### src/rtl/acl_pkg.sv
// Shared definitions for the SPI accelerometer responder: command codes,
// register addresses, soft-reset key and FSM state encoding.
package acl_pkg;

    localparam int unsigned ADDR_W = 6;
    localparam int unsigned AXIS_W = 12;

    localparam logic [7:0] CMD_WRITE = 8'h0A;
    localparam logic [7:0] CMD_READ  = 8'h0B;

    localparam logic [ADDR_W-1:0] REG_DEVID      = 6'h00;
    localparam logic [ADDR_W-1:0] REG_MEMSID     = 6'h01;
    localparam logic [ADDR_W-1:0] REG_PARTID     = 6'h02;
    localparam logic [ADDR_W-1:0] REG_XDATA8     = 6'h08;
    localparam logic [ADDR_W-1:0] REG_YDATA8     = 6'h09;
    localparam logic [ADDR_W-1:0] REG_ZDATA8     = 6'h0A;
    localparam logic [ADDR_W-1:0] REG_XDATA_L    = 6'h0E;
    localparam logic [ADDR_W-1:0] REG_XDATA_H    = 6'h0F;
    localparam logic [ADDR_W-1:0] REG_YDATA_L    = 6'h10;
    localparam logic [ADDR_W-1:0] REG_YDATA_H    = 6'h11;
    localparam logic [ADDR_W-1:0] REG_ZDATA_L    = 6'h12;
    localparam logic [ADDR_W-1:0] REG_ZDATA_H    = 6'h13;
    localparam logic [ADDR_W-1:0] REG_SOFT_RESET = 6'h1F;
    localparam logic [ADDR_W-1:0] REG_POWER_CTL  = 6'h2D;

    localparam logic [7:0] MEMS_ID        = 8'h1D;
    localparam logic [7:0] PART_ID        = 8'hF2;
    localparam logic [7:0] SOFT_RESET_KEY = 8'h52;

    typedef enum logic [2:0] {
        ST_IDLE,
        ST_CMD,
        ST_ADDR,
        ST_DATA,
        ST_IGNORE
    } acl_state_e;

    // High byte of a 12-bit sample: sign replicated into the top nibble
    function automatic logic [7:0] axis_hi(input logic [AXIS_W-1:0] s);
        return {{4{s[AXIS_W-1]}}, s[AXIS_W-1:8]};
    endfunction

endpackage

### src/rtl/acl_sync.sv
// N-flop synchronizer with a selectable reset level for one asynchronous input.
module acl_sync #(
    parameter int unsigned N       = 2,
    parameter logic        RST_VAL = 1'b0
) (
    input  logic clk,
    input  logic rst_n,
    input  logic d_i,
    output logic q_o
);

    logic [N-1:0] ff_q;

    always_ff @(posedge clk) begin
        if (!rst_n) begin
            ff_q <= {N{RST_VAL}};
        end else begin
            ff_q <= {ff_q[N-2:0], d_i};
        end
    end

    assign q_o = ff_q[N-1];

endmodule

### src/rtl/acl_spi_responder.sv
// SPI mode-0 register responder emulating a 3-axis accelerometer.
// Define ACL_SPI_RESP_WRITE_EN to accept write command 0x0A into POWER_CTL.
module acl_spi_responder
    import acl_pkg::*;
#(
    parameter int unsigned SYNC_STAGES = 2,
    parameter logic [7:0]  DEVID       = 8'hAD
) (
    input  logic              CLK100MHZ,
    input  logic              reset,
    input  logic              sclk,
    input  logic              cs_n,
    input  logic              mosi,
    output logic              miso,
    input  logic [AXIS_W-1:0] x_data,
    input  logic [AXIS_W-1:0] y_data,
    input  logic [AXIS_W-1:0] z_data,
    output logic              busy,
    output logic              txn_done,
    output logic              bad_cmd
);

`ifdef ACL_SPI_RESP_WRITE_EN
    localparam bit WRITE_EN = 1'b1;
`else
    localparam bit WRITE_EN = 1'b0;
`endif

    logic sclk_s, cs_n_s, mosi_s;
    logic sclk_d1_q, cs_n_d1_q;
    logic sclk_rise_c, sclk_fall_c, cs_fall_c, cs_rise_c, byte_done_c;

    acl_state_e        state_q;
    logic [2:0]        bit_cnt_q;
    logic [7:0]        shift_in_q;
    logic [7:0]        shift_out_q;
    logic [ADDR_W-1:0] ptr_q;
    logic              is_write_q;
    logic [AXIS_W-1:0] x_snap_q, y_snap_q, z_snap_q;
    logic              miso_q, busy_q, txn_done_q, bad_cmd_q;

    logic [7:0]        byte_c;
    logic [ADDR_W-1:0] rd_addr_c;
    logic [7:0]        rd_data_c;
    logic [1:0]        power_ctl;

    acl_sync #(.N(SYNC_STAGES), .RST_VAL(1'b0)) u_sync_sclk (
        .clk(CLK100MHZ), .rst_n(reset), .d_i(sclk), .q_o(sclk_s)
    );
    acl_sync #(.N(SYNC_STAGES), .RST_VAL(1'b1)) u_sync_cs_n (
        .clk(CLK100MHZ), .rst_n(reset), .d_i(cs_n), .q_o(cs_n_s)
    );
    acl_sync #(.N(SYNC_STAGES), .RST_VAL(1'b0)) u_sync_mosi (
        .clk(CLK100MHZ), .rst_n(reset), .d_i(mosi), .q_o(mosi_s)
    );

    // Edge history of the synchronized SPI controls
    always_ff @(posedge CLK100MHZ) begin
        if (!reset) begin
            sclk_d1_q <= 1'b0;
            cs_n_d1_q <= 1'b1;
        end else begin
            sclk_d1_q <= sclk_s;
            cs_n_d1_q <= cs_n_s;
        end
    end

    assign sclk_rise_c = sclk_s & ~sclk_d1_q;
    assign sclk_fall_c = ~sclk_s & sclk_d1_q;
    assign cs_fall_c   = ~cs_n_s & cs_n_d1_q;
    assign cs_rise_c   = cs_n_s & ~cs_n_d1_q;
    assign byte_c      = {shift_in_q[6:0], mosi_s};
    assign byte_done_c = sclk_rise_c && (bit_cnt_q == 3'd7);

    // Address of the byte about to be shifted out: fresh pointer or its successor
    assign rd_addr_c = (state_q == ST_ADDR) ? byte_c[ADDR_W-1:0] : ptr_q + 6'd1;

    always_comb begin
        rd_data_c = 8'h00;
        case (rd_addr_c)
            REG_DEVID:     rd_data_c = DEVID;
            REG_MEMSID:    rd_data_c = MEMS_ID;
            REG_PARTID:    rd_data_c = PART_ID;
            REG_XDATA8:    rd_data_c = x_snap_q[AXIS_W-1:4];
            REG_YDATA8:    rd_data_c = y_snap_q[AXIS_W-1:4];
            REG_ZDATA8:    rd_data_c = z_snap_q[AXIS_W-1:4];
            REG_XDATA_L:   rd_data_c = x_snap_q[7:0];
            REG_XDATA_H:   rd_data_c = axis_hi(x_snap_q);
            REG_YDATA_L:   rd_data_c = y_snap_q[7:0];
            REG_YDATA_H:   rd_data_c = axis_hi(y_snap_q);
            REG_ZDATA_L:   rd_data_c = z_snap_q[7:0];
            REG_ZDATA_H:   rd_data_c = axis_hi(z_snap_q);
            REG_POWER_CTL: rd_data_c = {6'b0, power_ctl};
            default:       rd_data_c = 8'h00;
        endcase
    end

    // Transaction FSM; cs_n rising wins over any coincident sclk activity
    always_ff @(posedge CLK100MHZ) begin
        if (!reset) begin
            state_q     <= ST_IDLE;
            bit_cnt_q   <= '0;
            shift_in_q  <= '0;
            shift_out_q <= '0;
            ptr_q       <= '0;
            is_write_q  <= 1'b0;
            x_snap_q    <= '0;
            y_snap_q    <= '0;
            z_snap_q    <= '0;
            miso_q      <= 1'b0;
            busy_q      <= 1'b0;
            txn_done_q  <= 1'b0;
            bad_cmd_q   <= 1'b0;
        end else begin
            txn_done_q <= 1'b0;
            if (state_q != ST_IDLE && cs_rise_c) begin
                state_q    <= ST_IDLE;
                bit_cnt_q  <= '0;
                miso_q     <= 1'b0;
                busy_q     <= 1'b0;
                txn_done_q <= (state_q != ST_CMD);
            end else begin
                if (state_q != ST_IDLE && sclk_rise_c) begin
                    shift_in_q <= byte_c;
                    bit_cnt_q  <= bit_cnt_q + 3'd1;
                end
                case (state_q)
                    ST_IDLE: begin
                        if (cs_fall_c) begin
                            state_q    <= ST_CMD;
                            busy_q     <= 1'b1;
                            bit_cnt_q  <= '0;
                            is_write_q <= 1'b0;
                            x_snap_q   <= x_data;
                            y_snap_q   <= y_data;
                            z_snap_q   <= z_data;
                        end
                    end
                    ST_CMD: begin
                        if (byte_done_c) begin
                            if (byte_c == CMD_READ || (WRITE_EN && byte_c == CMD_WRITE)) begin
                                state_q    <= ST_ADDR;
                                is_write_q <= (byte_c == CMD_WRITE);
                            end else begin
                                state_q   <= ST_IGNORE;
                                bad_cmd_q <= 1'b1;
                            end
                        end
                    end
                    ST_ADDR: begin
                        if (byte_done_c) begin
                            state_q     <= ST_DATA;
                            ptr_q       <= byte_c[ADDR_W-1:0];
                            shift_out_q <= rd_data_c;
                        end
                    end
                    ST_DATA: begin
                        if (byte_done_c) begin
                            ptr_q       <= ptr_q + 6'd1;
                            shift_out_q <= rd_data_c;
                        end else if (sclk_fall_c && !is_write_q) begin
                            miso_q      <= shift_out_q[7];
                            shift_out_q <= {shift_out_q[6:0], 1'b0};
                        end
                    end
                    default: ;
                endcase
            end
        end
    end

`ifdef ACL_SPI_RESP_WRITE_EN
    logic [1:0] power_q;
    logic       wr_byte_c;

    assign wr_byte_c = (state_q == ST_DATA) && is_write_q && byte_done_c && !cs_rise_c;

    // Only the two mode bits of POWER_CTL are stored; 0x52 at 0x1F clears them
    always_ff @(posedge CLK100MHZ) begin
        if (!reset) begin
            power_q <= '0;
        end else if (wr_byte_c) begin
            if (ptr_q == REG_POWER_CTL) begin
                power_q <= byte_c[1:0];
            end else if (ptr_q == REG_SOFT_RESET && byte_c == SOFT_RESET_KEY) begin
                power_q <= '0;
            end
        end
    end

    assign power_ctl = power_q;
`else
    assign power_ctl = 2'b00;
`endif

    assign miso     = miso_q;
    assign busy     = busy_q;
    assign txn_done = txn_done_q;
    assign bad_cmd  = bad_cmd_q;

endmodule

### config.mk
export PLATFORM = sky130hd
export DESIGN_NAME = acl_spi_responder
export DESIGN_NICKNAME = d
export VERILOG_FILES = /design/src/rtl/acl_pkg.sv /design/src/rtl/acl_sync.sv /design/src/rtl/acl_spi_responder.sv
export SDC_FILE = /design/constraint.sdc
export NUM_CORES = 1
export LEC_CHECK = 0
export CAP_MARGIN = 10
export CELL_PAD_IN_SITES_DETAIL_PLACEMENT = 0
export CELL_PAD_IN_SITES_GLOBAL_PLACEMENT = 2
export CORE_MARGIN = 4
export CORE_UTILIZATION = 36
export DETAILED_ROUTE_END_ITERATION = 16
export GPL_TIMING_DRIVEN = 0
export PLACE_DENSITY_LB_ADDON = 0.1
export SLEW_MARGIN = 10
export SYNTH_ARGS = -nofsm -noshare
export SYNTH_HDL_FRONTEND = slang
export SYNTH_SLANG_ARGS = --single-unit
### constraint.sdc
create_clock -name CLK100MHZ -period 4.85 [get_ports CLK100MHZ]
set_input_delay 0.97 -clock CLK100MHZ [delete_from_list [all_inputs] [get_ports CLK100MHZ]]
set_output_delay 0.97 -clock CLK100MHZ [all_outputs]
set_load 0.01 [all_outputs]
==> impl_metrics.yaml, run 1 <==
sta:
  fmax_ghz: 0.3527
  finalMaxSlewViolations: 0
  setup_slack_ns: 2.015
  slew_headroom: 0.4906
  worstMarginPinSlew_ns: 0.7641
  setup_viol: 0
  finalClockSkew_ns: 0.009070
  setup_tns_ns: 0
  post-route-period-util: 0.5845
  finalHoldViolations: 0
  min_period_ns: 2.835
  rsz0062_at_grt: "no"
synth:
  synthDistinctLibCells: 69
  synthCells: 484
  yosys_warnings: 0
  avgSynthCellArea_sq_um: 8.066
  ys_ff_latch: 76
  synth_area_leaders: "dfxtp_1 39%, nand2_1 9.4%, a21oi_1 6.2%, mux2i_1 3.8%, nor2_1 3.8%"
  synth-seq-area-share: 0.3897
  syn_area_sq_um: 3904
  yosysTopAreaCellShare: 0.3897
  synth_edf_count: 0
  syn-num-nets: 528
  async_flop_share: 0
  synth_top_area_cell: "dfxtp_1"
  synth_flop_cell: "dfxtp_1"
placed_design:
  io_buffers: 44
  place_hpwl_mm: 8.754
  place_congestion: 0.8661
  place_ws_ns: 2.045
power:
  cell_internal_pwr_uw: 942.5
  p_switching_uw: 287.3
  p_comb_frac: 0.067
  clock_power_share: 0.405
  p_sw_frac: 0.2336
  peakVddDrop_mv: 0.1244
  power_frac_seq: 0.528
  pwr_density_cell_nw_per_um2: 260.8
  total_leakage_power_nw: 1.596
drt:
  routed_via_density: 5.420
  finalWirelength_mm: 11.56
  drtPass1Iterations: 5
  drt_iter0_drc: 276
  drcViolationCount: 0
  ant_nets: 0
  via_count: 3680
  wl_per_cell_um: 17.03
global_route:
  grt_pass1_wl_mm: 18.36
  overflow: 0
  antenna_found_initial: 0
  track_usage: 0.1850
  grt_max_degree: 13
  grt_pass1_vias: 3465
finish:
  final_common_cell: "nand2_1"
  diodes: 0
  syn_to_final_growth_pct: 20.77
  finalNetCount: 583
  mostFrequentLayoutCells: "98 x nand2_1, 76 x dfxtp_1, 48 x a21oi_1"
  drive_gt1_frac: 0.09208
setup_path:
  worst_setup_path_end_kind: "flip-flop"
  worstPathMaxFanout: 7
  cp_top_family: "simple AND/OR/NAND/NOR gates"
  cp.required_ns: 5.15
  arrival_ns: 3.13
  cpPeakStageDelay_ns: 0.64
  crit_slowest_cell: "nor4b_2"
  path_cells: "ha_1, nand3_1, o41ai_4, o21ai_0, nor4b_2, a222oi_1, nand4b_1, and3_1"
  critPathKind: "flip-flop to flip-flop"
  critPathLaunchType: "flip-flop"
  cp_num_buf_inv: 0
job:
  drv_cap: 0
clock_network:
  clock_latency_ns: 0.35
  cts_num_sinks: 76
  cts-buffers-inserted: 9
  ctsHoldBuffers: 0
  cts_buffer_depth: 2
  clk_pin_slew_worst_paths_ns: 0.08
  post_cts_resized: 0
  tritoncts: "built"
  root_buffer: "clkbuf_8"
  htreeDepth: 3
  cts_setup_buffers: 0
floorplan:
  dieArea_sq_um: 12570
  rows: 37
  io_pins: 45
  die_width_um: 112.1
  coreArea_sq_um: 10460
  die_h_um: 112.1
  floorplan.initialDensity: 0.3731
status:
  status: "finished, final reports clean"
min_path:
  hold_path_class: "flip-flop to flip-flop"
-- through the flow --
stage | util | hold WS (ns) | power [mW] | instance area [sq um] | instances
after floorplan | - | 0.3863 | 0.6943 | 3904 | 484
after global placement | 0.4315 | 0.3945 | 0.7463 | 4514 | 664
after detailed placement | 0.4315 | 0.4058 | 0.7476 | 4514 | 664
after CTS | 0.4506 | 0.4244 | 1.244 | 4715 | 679
after global routing | 0.4506 | 0.4484 | 1.282 | 4715 | 679
final | 0.4506 | 0.4258 | 1.230 | 4715 | 679
-- metal layers --
metal,part of all wire,wire length (um),up-vias,track usage
met2,0.46,5353,104,0.3023
li1,-,-,1830,-
met5,0,0,-,0
met1,0.46,5335,1722,0.2373
met4,0.028,325,0,0.07612
met3,0.047,548,24,0.03935
-- power by group through the flow --
stage | clock (mW) | sequential [mW] | combinational [mW]
after CTS | 0.510 | 0.650 | 0.0834
after global routing | 0.539 | 0.651 | 0.0910
after detailed placement | 0 | 0.664 | 0.0832
after floorplan | 0 | 0.659 | 0.0354
after global placement | 0 | 0.664 | 0.0822
final | 0.498 | 0.650 | 0.0821
-- sequential cells by signal, summed over array words and instances (netlist names) --
register          flops
busy                  1
bit_cnt_q             3
x_snap_q             12
txn_done              1
is_write_q            1
u_sync_mosi.ff_q      2
shift_out_q           8
z_snap_q             12
u_sync_cs_n.ff_q      2
cs_n_d1_q             1
ptr_q                 6
miso                  1
u_sync_sclk.ff_q      2
y_snap_q             12
bad_cmd               1
shift_in_q            7
sclk_d1_q             1
state_q               3
-- cells in the mapped netlist (all sizes together) (2+ instances only) --
cell / number
nand2: 100
dfxtp: 76
a21oi: 49
nor2: 47
o21ai: 23
clkbuf: 22
mux2i: 17
nor3: 13
a222oi: 11
nand3: 11
inv: 10
nand2b: 7
a211oi: 6
a22oi: 6
and3: 6
buf: 6
a221oi: 5
and2: 5
or3b: 5
nor3b: 4
o211ai: 4
a211o: 3
a31oi: 3
ha: 3
mux2: 3
o21a: 3
a21boi: 2
a21o: 2
and3b: 2
and4b: 2
nand3b: 2
nand4b: 2
nor2b: 2
o211a: 2
o31ai: 2
xnor2: 2
xor2: 2
-- layout make-up --
type                            count  area [sq um]
Buffer                             28         133.9
Clock buffer                       11         151.4
Clock inverter                      4         48.80
Fill cell                        1107          5748
Inverter                           11         41.29
Multi-Input combinational cell    369          2207
Sequential cell                    76          1521
Tap cell                          136         170.2
Timing Repair Buffer               44         440.4
-- logic make-up (layout without fill, tap and decap cells) --
logic type / Yosys count / count (layout) / synth area share
DFF: 76 / 76 / 0.3897
AOI/OAI and AO/OA: 129 / 129 / 0.2282
adders and majority gates: 3 / 3 / 0.009616
muxes: 20 / 20 / 0.05513
buffers and inverters: 39 / 98 / 0.04487
and+or+nand+nor: 213 / 213 / 0.2635
xor gates and xnor gates: 4 / 4 / 0.008976
-- worst paths after layout --
check                      start                   to  slack, ns  cells past startpoint
max                     ptr_q[1]       shift_out_q[4]       2.01                      8
min          u_sync_cs_n.ff_q[0]  u_sync_cs_n.ff_q[1]       0.43                      1
max reg2reg             ptr_q[1]       shift_out_q[4]       2.01                      8
min reg2reg  u_sync_cs_n.ff_q[0]  u_sync_cs_n.ff_q[1]       0.43                      1
Power figures use the tool's default switching activity.
==> run 2, diff against run 1 <==
--- a/config.mk
+++ b/config.mk
@@ -9,7 +9,7 @@
 export CELL_PAD_IN_SITES_DETAIL_PLACEMENT = 0
 export CELL_PAD_IN_SITES_GLOBAL_PLACEMENT = 2
 export CORE_MARGIN = 4
-export CORE_UTILIZATION = 36
+export CORE_UTILIZATION = 33
 export DETAILED_ROUTE_END_ITERATION = 16
 export GPL_TIMING_DRIVEN = 0
 export PLACE_DENSITY_LB_ADDON = 0.1
==> constraint.sdc (replaced) <==
create_clock -name CLK100MHZ -period 2.7 [get_ports CLK100MHZ]
set_input_delay 0.54 -clock CLK100MHZ [delete_from_list [all_inputs] [get_ports CLK100MHZ]]
set_output_delay 0.54 -clock CLK100MHZ [all_outputs]
set_load 0.01 [all_outputs]
==> run 2 against run 1 <==
  * Final area rose by 4.8%
  * Hold slack got worse by 0.022 ns
  * Routed wire length rose by 4.5%
  * Setup slack got worse by 1.9 ns
  * Die area rose by 8.4%
  * Final cell count rose by 1.8%
  * Flip-flop and latch count did not move
  * Sequential power rose by 80%
  * First-iteration DRC count fell by 18%
  * Clock-buffer cell count rose by 1
  * Fmax rose by 11%
  * Critical path type unchanged
  * Critical endpoint is now shift_out_q[0]
  * Largest cell class unchanged
  * Largest power group is now clock
==> impl_metrics.yaml, run 2 (synthesis gave the netlist of run 1 again) <==
status:
  status: "finished, final reports clean"
sta:
  finalClockSkew_ns: 0.007701
  setup_slack_ns: 0.1503
  finalHoldViolations: 0
  fmax_ghz: 0.3922
  setup_viol: 0
  slew_headroom: 0.4922
  whs_ns: 0.4041
  setup_tns_ns: 0
  finalMaxSlewViolations: 0
  min_period_ns: 2.550
  worstMarginPinSlew_ns: 0.7617
  post-route-period-util: 0.9443
  rsz0062_at_grt: "no"
placed_design:
  dpl-instance-area_sq_um: 4523
  place_hpwl_mm: 8.990
  placedCellCount: 671
  io_buffers: 44
  place_ws_ns: -0.1196
  place_congestion: 0.8495
finish:
  diodes: 0
  finalNetCount: 588
  drive_gt1_frac: 0.1131
  stdcell_count: 691
  multi_input_area_sq_um: 2281
  register_area_sq_um: 1523
  post-route-util: 0.4288
  mostFrequentLayoutCells: "98 x nand2_1, 75 x dfxtp_1, 48 x a21oi_1"
  reg.largest.list: "x_snap_q x12, y_snap_q x12, z_snap_q x12"
  syn_to_final_growth_pct: 26.51
  fin_area_sq_um: 4938
  final_common_cell: "nand2_1"
  final.fill_count: 1212
drt:
  drcViolationCount: 0
  routed_via_density: 5.289
  finalWirelength_mm: 12.09
  via_count: 3655
  ant_nets: 0
  drtPass1Iterations: 5
  wl_per_cell_um: 17.49
  drt_iter0_drc: 225
floorplan:
  coreArea_sq_um: 11520
  die_width_um: 116.8
  die_h_um: 116.8
  floorplan.initialDensity: 0.3390
  rows: 39
  dieArea_sq_um: 13630
  io_pins: 45
setup_path:
  worstPathMaxFanout: 10
  reg2reg_depth: 10
  crit-reg2reg-launch: "state_q[1]"
  critPathLaunchType: "flip-flop"
  worst_setup_path_end_kind: "flip-flop"
  cp.required_ns: 2.93
  crit_start: "state_q[1]"
  critPathKind: "flip-flop to flip-flop"
  arrival_ns: 2.78
clock_network:
  clock_latency_ns: 0.34
  htreeDepth: 3
  root_buffer: "clkbuf_16"
  cts_num_sinks: 76
  cts-buffers-inserted: 9
  cts_buffer_depth: 2
  clk_pin_slew_worst_paths_ns: 0.06
  tritoncts: "built"
  ctsHoldBuffers: 0
job:
  drv_cap: 0
min_path:
  holdPathStages: 1
  hold_path_class: "flip-flop to flip-flop"
  hp-start: "u_sync_cs_n.ff_q[0]"
global_route:
  overflow: 0
  grt_pass1_vias: 3463
  grt_pass1_wl_mm: 19.09
  grt_max_degree: 13
  track_usage: 0.1863
  antenna_found_initial: 0
power:
  fin_total_pwr_mw: 2.552
  pwr_density_cell_nw_per_um2: 516.8
  peakVddDrop_mv: 0.2306
  total_leakage_power_nw: 1.688
==> run 2: cell count changes in the layout (fill, tap and decap cells not counted), sizes merged <==
cell,change
clkinv,-2
clkbuf,+1
buf,+5
clkinvlp,+1
==> run 2: where the power goes <==
group	leakage (nW)	internal (mW)	switching, mW
Combinational	0.927	0.0772	0.0711
Clock	0.145	0.763	0.473
Sequential	0.617	1.15	0.0219
Total	1.69	1.99	0.566
==> run 2: timing repair <==
item,CTS,global route
setup endpoints to repair,6,8
gates resized for setup,2,14
buffers inserted,0,5
pin swaps,1,4
==> run 2: area by class of cell <==
class,count,share of cell area
multi-input combinational,369,0.4619
buffer,28,0.02711
sequential,76,0.3083
timing repair buffer,49,0.09678
clock buffer,12,0.05194
inverter,11,0.008361
tap,143,0.03623
clock inverter,3,0.009374
==> run 2: critical path, stage by stage, from the launching register on <==
cell and delay (ns):
dfxtp_1 0.31, buf_4 0.15, or3b_1 0.37, buf_6 0.17, buf_6 0.15, mux2i_2 0.28
mux2_2 0.38, a222oi_1 0.21, nor2_1 0.11, nor3b_2 0.22, o21ai_1 0.09
==> run 2: final timing paths <==
kind	slack (ns)	endpoint
hold reg to reg	0.40	u_sync_cs_n.ff_q[1]
hold / removal	0.40	u_sync_cs_n.ff_q[1]
setup reg to reg	0.15	shift_out_q[0]
setup / recovery	0.15	shift_out_q[0]
==> run 2: layer usage <==
layer / track usage / share of wire / vias up / routed length [um]
li1: - / - / 1841 / -
met1: 0.2487 / 0.48 / 1729 / 5743
met2: 0.2890 / 0.46 / 69 / 5611
met3: 0.04715 / 0.038 / 16 / 463
met4: 0.07263 / 0.022 / 0 / 270
met5: 0 / 0 / - / 0
==> run 3, diff against run 2 <==
--- a/config.mk
+++ b/config.mk
@@ -8,11 +8,11 @@
 export CAP_MARGIN = 10
 export CELL_PAD_IN_SITES_DETAIL_PLACEMENT = 0
 export CELL_PAD_IN_SITES_GLOBAL_PLACEMENT = 2
-export CORE_MARGIN = 4
 export CORE_UTILIZATION = 33
 export DETAILED_ROUTE_END_ITERATION = 16
 export GPL_TIMING_DRIVEN = 0
 export PLACE_DENSITY_LB_ADDON = 0.1
+export RECOVER_POWER = 25
 export SLEW_MARGIN = 10
 export SYNTH_ARGS = -nofsm -noshare
 export SYNTH_HDL_FRONTEND = slang
==> run 3 against run 2 <==
  * Combinational power is essentially flat
  * Final area shrank 0.23%
  * First-iteration DRC count grew 29%
  * Routed wire length is essentially flat
  * Global-route usage grew 1.1 points
  * Setup slack lost 0.054 ns
==> impl_metrics.yaml, run 3 (synthesis gave the netlist of run 1 again) <==
setup_path:
  crit-reg2reg-launch: "ptr_q[1]"
  cp.required_ns: 2.92
  cpMostUsedCell: "a211o_1"
  crit_slowest_cell: "dfxtp_1"
  arrival_ns: 2.83
  worst_setup_path_end_kind: "flip-flop"
  path_depth: 9
  r2r_setup_slack_ns: 0.1
  worstPathMaxFanout: 7
  cp_num_buf_inv: 1
  critPathLaunchType: "flip-flop"
  critPathKind: "flip-flop to flip-flop"
  cp_top_family: "compound AO/OA/AOI/OAI gates"
  path_cells: "ha_4, a311o_1, o41ai_4, buf_4, a31oi_4, nor2_2, a211o_1, a211o_1, o211a_1"
  r2r_end: "shift_out_q[6]"
  reg2reg_depth: 9
  cpPeakStageDelay_ns: 0.45
floorplan:
  io_pins: 45
  die_width_um: 110.8
  rows: 39
  dieArea_sq_um: 12270
  coreArea_sq_um: 11470
  floorplan.initialDensity: 0.3404
  die_h_um: 110.8
global_route:
  antenna_found_initial: 0
  overflow: 0
  grt_pass1_wl_mm: 18.90
  grt_max_degree: 14
  grt_pass1_vias: 3561
  track_usage: 0.1976
finish:
  reg.largest.list: "x_snap_q x12, y_snap_q x12, z_snap_q x12"
  final_common_cell: "nand2_1"
  drive_gt1_frac: 0.1113
  syn_to_final_growth_pct: 26.22
  mostFrequentLayoutCells: "98 x nand2_1, 76 x dfxtp_1, 48 x a21oi_1"
  finalNetCount: 587
  diodes: 0
sta:
  setup_viol: 0
  worstMarginPinSlew_ns: 0.9966
  finalMaxSlewViolations: 0
  whs_ns: 0.4065
  min_period_ns: 2.604
  setup_tns_ns: 0
  fmax_ghz: 0.3841
  finalHoldViolations: 0
  post-route-period-util: 0.9644
  rsz0062_at_grt: "no"
  finalClockSkew_ns: 0.009101
  slew_headroom: 0.3286
power:
  pwr_density_cell_nw_per_um2: 505.9
  p_sw_frac: 0.2389
  peakVddDrop_mv: 0.3469
  p_comb_frac: 0.059
  total_leakage_power_nw: 1.692
  cell_internal_pwr_mw: 1.897
  p_switching_uw: 595.4
  power_frac_seq: 0.469
  clock_power_share: 0.472
clock_network:
  ctsHoldBuffers: 0
  clock_latency_ns: 0.34
  cts_buffer_depth: 2
  htreeDepth: 3
  clk_pin_slew_worst_paths_ns: 0.06
  cts-buffers-inserted: 9
  tritoncts: "built"
  cts_num_sinks: 76
  root_buffer: "clkbuf_16"
drt:
  ant_nets: 0
  finalWirelength_mm: 12.09
  drcViolationCount: 0
  drt_iter0_drc: 290
  drtPass1Iterations: 5
  wl_per_cell_um: 17.49
  via_count: 3678
  routed_via_density: 5.323
status:
  status: "finished, final reports clean"
min_path:
  holdPathStages: 1
  hold_path_class: "flip-flop to flip-flop"
  hp-start: "u_sync_cs_n.ff_q[0]"
  holdPathEnd: "u_sync_cs_n.ff_q[1]"
placed_design:
  place_hpwl_mm: 8.936
  io_buffers: 44
  place_congestion: 0.8687
job:
  drv_cap: 0
[run 3: cell count changes in the layout (fill, tap and decap cells not counted), moves of 2 or more]
cell | before | now
dlygate4sd3_1 | 0 | 5
clkinv_2 | 0 | 2
clkdlybuf4s50_1 | 44 | 39
and2_0 | 0 | 2
and2_1 | 5 | 3
[run 3: worst reg2reg max path: stages (launching register included)]
cell	delay (ns)
dfxtp_1	0.45
ha_4	0.22
a311o_1	0.22
o41ai_4	0.08
buf_4	0.16
a31oi_4	0.38
nor2_2	0.15
a211o_1	0.36
a211o_1	0.26
o211a_1	0.21
[run 3: final cells by class]
type,instances,area [sq um]
inverter,11,41.29
fill,1188,6540
buffer,28,133.9
tap,143,178.9
sequential,76,1521
multi-input combinational,369,2293
clock inverter,5,35.03
timing repair buffer,48,470.5
clock buffer,11,252.7
[run 3: worst max-delay path by stage]
stage | slack (ns) | end | start
global route | 0.002 | shift_out_q[6] | state_q[1]
CTS | -0.004 | shift_out_q[6] | ptr_q[1]
global placement | -0.08 | shift_out_q[6] | ptr_q[1]
detailed placement | -0.12 | shift_out_q[6] | ptr_q[1]
finish | 0.1 | shift_out_q[6] | ptr_q[1]
floorplan | 0.41 | shift_out_q[3] | ptr_q[1]
[run 3: metal layers]
| metal | GRT usage | wire (um) |
|---|---|---|
| met5 | 0 | 0 |
| met4 | 0.06489 | 208 |
| met3 | 0.02788 | 323 |
| met2 | 0.3379 | 5844 |
| met1 | 0.2548 | 5712 |
[run 3: repair_timing]
action                                  4_1_cts  5_1_grt
gates resized for setup                       2       14
pin swaps                                     1        4
buffers inserted                              0        4
endpoints found under the setup margin        5        8
[run 3: per-stage QoR]
stage	std cells	total power, mW	area, sq um	util	worst slack [ns]
floorplan	484	1.247	3904	-	0.4102
global placement	671	1.343	4523	0.3944	-0.08103
detailed placement	671	1.343	4523	0.3944	-0.1183
CTS	687	2.513	4827	0.4209	-0.003995
global route	691	2.574	4927	0.4297	0.002495
finish	691	2.493	4927	0.4297	0.09619
[run 3: power by group through the flow]
stage	clock network (mW)	logic, mW	registers (mW)
floorplan	0	0.0636	1.18
global placement	0	0.149	1.19
detailed placement	0	0.149	1.19
CTS	1.19	0.150	1.17
global route	1.24	0.164	1.17
finish	1.18	0.147	1.17
